$ cat src/rtl/alu_pkg.sv
// Shared encodings for the digit-serial lookahead add/subtract unit.
// Latency: n/a (declarations only).
// Backpressure: n/a.
package alu_pkg;

  // Operation select
  localparam logic [1:0] OP_ADD = 2'b00;
  localparam logic [1:0] OP_SUB = 2'b01;
  localparam logic [1:0] OP_ADC = 2'b10;
  localparam logic [1:0] OP_SBB = 2'b11;

  // Controller states
  typedef enum logic [1:0] {
    ST_IDLE = 2'b00,
    ST_RUN  = 2'b01,
    ST_DONE = 2'b10
  } state_t;

endpackage

$ cat src/rtl/cla_group.sv
// One DIGIT-bit carry-lookahead adder group.
// Latency: combinational.
// Backpressure: none.
// Ports: a, b - group operands; ci - carry in; s - group sum; co - group carry out.
module cla_group #(
  parameter int DIGIT = 4
) (
  input  logic [DIGIT-1:0] a,
  input  logic [DIGIT-1:0] b,
  input  logic             ci,
  output logic [DIGIT-1:0] s,
  output logic             co
);

  logic [DIGIT-1:0] g;
  logic [DIGIT-1:0] p;
  logic [DIGIT:0]   c;

  assign g = a & b;
  assign p = a ^ b;

  // Each carry is expanded into flat sum-of-products form so no carry
  // depends on the previous one:
  //   c[i+1] = ci&p[0..i] | g[0]&p[1..i] | ... | g[i]
  always_comb begin
    logic term;
    logic cy;
    c    = '0;
    term = 1'b0;
    cy   = 1'b0;
    c[0] = ci;
    for (int i = 0; i < DIGIT; i++) begin
      term = ci;
      for (int m = 0; m <= i; m++) term = term & p[m];
      cy = term;
      for (int j = 0; j <= i; j++) begin
        term = g[j];
        for (int m = j + 1; m <= i; m++) term = term & p[m];
        cy = cy | term;
      end
      c[i+1] = cy;
    end
  end

  assign s  = p ^ c[DIGIT-1:0];
  assign co = c[DIGIT];

endmodule

$ cat src/rtl/serial_cla_alu.sv
// Digit-serial add/subtract unit: one DIGIT-bit lookahead group per cycle, LSB first, with status flags.
// Latency: done pulses N=WIDTH/DIGIT edges after the edge that accepts start; one result per N+1 cycles.
// Backpressure: start is taken only in IDLE or DONE; a start during RUN is dropped, never queued.
// Ports: clk, rst (async, active high); start/op/cin/x/y request; busy/done status;
//        z result; sign/zero/parity/carry/overflow flags registered at completion.
import alu_pkg::*;

module serial_cla_alu #(
  parameter int WIDTH      = 16,
  parameter int DIGIT      = 4,
  parameter int PARITY_ODD = 1
) (
  input  logic             clk,
  input  logic             rst,
  input  logic             start,
  input  logic [1:0]       op,
  input  logic             cin,
  input  logic [WIDTH-1:0] x,
  input  logic [WIDTH-1:0] y,
  output logic             busy,
  output logic             done,
  output logic [WIDTH-1:0] z,
  output logic             sign,
  output logic             zero,
  output logic             parity,
  output logic             carry,
  output logic             overflow
);

  localparam int N  = WIDTH / DIGIT;
  localparam int KW = (N > 1) ? $clog2(N) : 1;

  state_t           state_q, state_d;
  logic [KW-1:0]    k_q;
  logic [WIDTH-1:0] x_q, y_q;   // y_q holds the effective (possibly inverted) operand
  logic             c_q;
  logic             accept, last;
  logic             y_inv, c0;
  logic [DIGIT-1:0] xd, yd, sd;
  logic             co;
  logic [WIDTH-1:0] z_next;

  // ---------------- controller ----------------
  always_ff @(posedge clk or posedge rst) begin
    if (rst) begin
      state_q <= ST_IDLE;
      busy    <= 1'b0;
      done    <= 1'b0;
    end else begin
      state_q <= state_d;
      busy    <= (state_d == ST_RUN);
      done    <= (state_d == ST_DONE);
    end
  end

  always_comb begin
    state_d = state_q;
    accept  = 1'b0;
    last    = 1'b0;
    case (state_q)
      ST_IDLE, ST_DONE: begin
        if (start) begin
          accept  = 1'b1;
          state_d = ST_RUN;
        end else begin
          state_d = ST_IDLE;
        end
      end
      ST_RUN: begin
        if (k_q == KW'(N - 1)) begin
          last    = 1'b1;
          state_d = ST_DONE;
        end
      end
      default: state_d = ST_IDLE;
    endcase
  end

  // ---------------- request decode ----------------
  always_comb begin
    y_inv = (op == OP_SUB) || (op == OP_SBB);
    case (op)
      OP_ADD:  c0 = 1'b0;
      OP_SUB:  c0 = 1'b1;
      OP_ADC:  c0 = cin;
      default: c0 = ~cin;   // SBB: x + ~y + ~cin == x - y - cin
    endcase
  end

  // ---------------- digit datapath ----------------
  always_comb begin
    xd = '0;
    yd = '0;
    for (int i = 0; i < N; i++) begin
      if (k_q == KW'(i)) begin
        xd = x_q[i*DIGIT +: DIGIT];
        yd = y_q[i*DIGIT +: DIGIT];
      end
    end
  end

  cla_group #(.DIGIT(DIGIT)) u_grp (
    .a  (xd),
    .b  (yd),
    .ci (c_q),
    .s  (sd),
    .co (co)
  );

  // z with the current digit merged in; on the last digit this is the
  // completed result the flags are derived from.
  always_comb begin
    z_next = z;
    for (int i = 0; i < N; i++) begin
      if (k_q == KW'(i)) z_next[i*DIGIT +: DIGIT] = sd;
    end
  end

  always_ff @(posedge clk or posedge rst) begin
    if (rst) begin
      k_q      <= '0;
      c_q      <= 1'b0;
      x_q      <= '0;
      y_q      <= '0;
      z        <= '0;
      sign     <= 1'b0;
      zero     <= 1'b0;
      parity   <= 1'b0;
      carry    <= 1'b0;
      overflow <= 1'b0;
    end else if (accept) begin
      x_q <= x;
      y_q <= y_inv ? ~y : y;
      c_q <= c0;
      k_q <= '0;
    end else if (state_q == ST_RUN) begin
      z   <= z_next;
      c_q <= co;
      k_q <= k_q + KW'(1);
      if (last) begin
        sign     <= z_next[WIDTH-1];
        zero     <= (z_next == '0);
        parity   <= (PARITY_ODD != 0) ? ~^z_next : ^z_next;
        carry    <= co;
        // On the last digit xd/yd/sd carry the operand and result MSBs.
        overflow <= (xd[DIGIT-1] & yd[DIGIT-1] & ~sd[DIGIT-1]) |
                    (~xd[DIGIT-1] & ~yd[DIGIT-1] & sd[DIGIT-1]);
      end
    end
  end

endmodule

$ cat config.mk
export PLATFORM = sky130hd
export DESIGN_NAME = serial_cla_alu
export DESIGN_NICKNAME = d
export VERILOG_FILES = /design/src/rtl/alu_pkg.sv /design/src/rtl/cla_group.sv /design/src/rtl/serial_cla_alu.sv
export SDC_FILE = /design/constraint.sdc
export NUM_CORES = 1
export LEC_CHECK = 0
export CORE_ASPECT_RATIO = 0.75
export CORE_UTILIZATION = 59
export CTS_BUF_LIST = sky130_fd_sc_hd__clkbuf_4
export DETAILED_ROUTE_END_ITERATION = 8
export DONT_BUFFER_PORTS = 1
export GPL_ROUTABILITY_DRIVEN = 0
export PLACE_DENSITY = 0.75
export SLEW_MARGIN = 15
export SYNTH_ARGS = -nofsm -noshare
export SYNTH_HDL_FRONTEND = slang
export SYNTH_SLANG_ARGS = --single-unit
$ cat constraint.sdc
create_clock -name clk -period 8.6 [get_ports clk]
set_input_delay 1.72 -clock clk [delete_from_list [all_inputs] [get_ports clk]]
set_output_delay 1.72 -clock clk [all_outputs]
set_load 0.01 [all_outputs]
==> flow_summary_export.csv <==
group,metric,value,unit
worst_setup_path,crit_path_end_kind,"flip-flop",
run,drv_cap,0,
clock_network,cts_made_buffers,9,
synthesis,synth_most_common_cell,"dfrtp_1",
timing,maxSlewViolCount,0,
floorplanning,die_h,66.4,µm
clock_network,postCtsHoldBufs,0,
worst_setup_path,path_max_fanout,12,
synthesis,syn_area,3260,µm²
synthesis,syn_nets,379,
synthesis,synth_top_area_share,46.0,%
floorplanning,rows,23,
min_path,hp-start,"y_q[14]",
min_path,min-delay-path-class,"reg -> reg",
timing,tns,0,ns
synthesis,yosysUniqueCellTypes,35,
timing,rsz0062_at_grt,"false",
synthesis,yosysTopAreaCell,"dfrtp_1",
floorplanning,num_io_pins,61,
global_route,grt_pass1_wl,10500,µm
timing,fin_ws,4.54,ns
synthesis,synth_common_cells,"dfrtp_1 (60), nand2_1 (58), o21ai_0 (42)",
routing,drtIter0Drc,94,
worst_setup_path,r2r_start,"k_q[0]",
routing,vias_per_cell,5.56,
floorplanning,core_area,5320,µm²
synthesis,synth-edff-count,0,
clock_network,htree_num_levels,3,
timing,worstMarginPinSlew,0.981,ns
global_route,top_usage_layer,"met2",
global_route,grtUsageMet2,35.4,%
finish,layout-drive-gt1-share,11.0,%
timing,fin_crit_sh,47.2,%
floorplanning,dieArea,5840,µm²
finish,nNetsFinal,371,
routing,drcViolationCount,0,
synthesis,yosysSeqAreaShare,46.0,%
placed_design,io_buffer_count,0,
finish,num_antenna_cells,0,
floorplanning,die_x,87.9,µm
global_route,first_global_vias,2147,
synthesis,synth-main-ff-cell,"dfrtp_1",
clock_network,cts_num_sinks,60,
finish,design_area,3370,µm²
global_route,grt_max_degree,61,
worst_setup_path,regToRegSetupSlack,4.54,ns
global_route,global_route.usage.met1,34.8,%
routing,avgRoutedWirePerCell,16.4,µm
finish,synthToLayoutAreaGrowth,3.26,%
worst_setup_path,crit_end,"parity",
synthesis,yosys_warnings,0,
synthesis,syn_inst,322,
timing,hold_viol,0,
synthesis,avgSynthCellArea,10.1,µm²
global_route,grt_util_met3,8.61,%
routing,ant_nets,0,
global_route,grt.total_usage,25.0,%
placed_design,placed_cell_area,3260,µm²
global_route,grt_overflow_total,0,
clock_network,cts_max_path_buffers,2,
min_path,whs_path_depth,2,
routing,vias,2191,
worst_setup_path,cp.arrival,4.34,ns
clock_network,cts.clk_slew.worst_paths,0.10,ns
global_route,antenna_found_initial,0,
worst_setup_path,worstPathRequired,8.88,ns
routing,dr.pass1.iters,4,
timing,finalSetupViolations,0,
worst_setup_path,critPathLaunchType,"flip-flop",
timing,max-slew-margin-rel,34.6,%
synthesis,synthTopCellsByArea,"dfrtp_1 (46%), ha_1 (6.9%), nand2_1 (6.7%)",
clock_network,cts_tree,"yes",
timing,period_needed,4.06,ns
clock_network,root_buffer,"clkbuf_4",
placed_design,place_ws,4.56,ns
worst_setup_path,timing.rr.end,"parity",
timing,timing.fmax,0.246,GHz
worst_setup_path,rr_worst_depth,16,
synthesis,synth_async_sr_flop_share,100,%
worst_setup_path,cp-startpoint,"k_q[0]",
synthesis,synth-seq-cells,60,
timing,skew,0.0134,ns
placed_design,dp_hpwl,4710,µm
routing,wl,6470,µm
clock_network,cts_resized,0,
clock_network,clk_latency,0.41,ns
worst_setup_path,critPathKind,"reg -> reg",
status,outcome,"complete, no violations",
clock_network,post_cts_buffers,0,
floorplanning,initial_core_util,61.3,%
-- layout by cell type (no fill, tap or decap), types with 8 or more instances in the layout --
master and n:
mux2i_1 14, o21ai_0 42, nand3b_1 8, clkbuf_4 12
nand2_1 58, mux2_2 16, a21oi_1 14, dfrtp_1 60
xnor2_1 24, ha_1 18
-- critical path, cell delays in order (launching register included) --
cell and delay (ns):
dfrtp_1 0.43, inv_1 0.11, ha_1 0.45, inv_1 0.31, a311oi_1 0.39, a21o_1 0.13
ha_1 0.23, ha_1 0.18, o21a_1 0.21, o22a_4 0.25, xor2_2 0.22, mux2i_1 0.11
ha_1 0.32, xnor2_1 0.20, xnor2_1 0.17, xnor2_1 0.14, o21ai_0 0.08
-- metal layers --
metal	vias to the layer above	share of wire [%]
met3	12	6.4
met2	66	42
met4	0	1.8
met5	-	0
met1	1031	50
li1	1082	-
-- how the worst min path moves through the flow --
| stage | end | slack (ns) |
|---|---|---|
| 5_1_grt | y_q[10] | 0.52 |
| 3_3_place_gp | y_q[13] | 0.46 |
| 6_report | y_q[14] | 0.49 |
| 4_1_cts | y_q[14] | 0.49 |
| 3_5_place_dp | y_q[13] | 0.47 |
| 2_1_floorplan | y_q[13] | 0.45 |
-- stage by stage --
stage | utilization [%] | hold WS, ns | instances
2_1_floorplan | - | 0.450 | 322
3_5_place_dp | 61.3 | 0.473 | 378
4_1_cts | 63.3 | 0.495 | 394
5_1_grt | 63.3 | 0.523 | 394
3_3_place_gp | 61.3 | 0.464 | 378
6_report | 63.3 | 0.494 | 394
-- kinds of logic after synthesis --
kind of cell	count (synthesis)	share of synthesized area, %
adders and majority gates	19	7.51
muxes	30	9.81
and+or+nand+nor	83	11.3
buffers and inverters	28	4.10
xor gates and xnor gates	30	8.51
AOI/OAI and AO/OA	72	12.8
DFF	60	46.0
-- layout make-up --
type,instances,area (µm²)
sequential,60,1500
fill,440,1950
tap,75,93.8
inverter,8,30.0
timing repair buffer,1,7.51
clock buffer,12,90.1
clock inverter,4,16.3
multi-input combinational,234,1630
-- flip-flops by register name, indices dropped and copies added (netlist names), 2 cells and up --
| name | count |
|---|---|
| k_q | 2 |
| state_q | 2 |
| x_q | 16 |
| y_q | 16 |
| z | 16 |
Power is not shown: default switching activity piles up to over one toggle a cycle in this logic, so the estimate is an artifact.
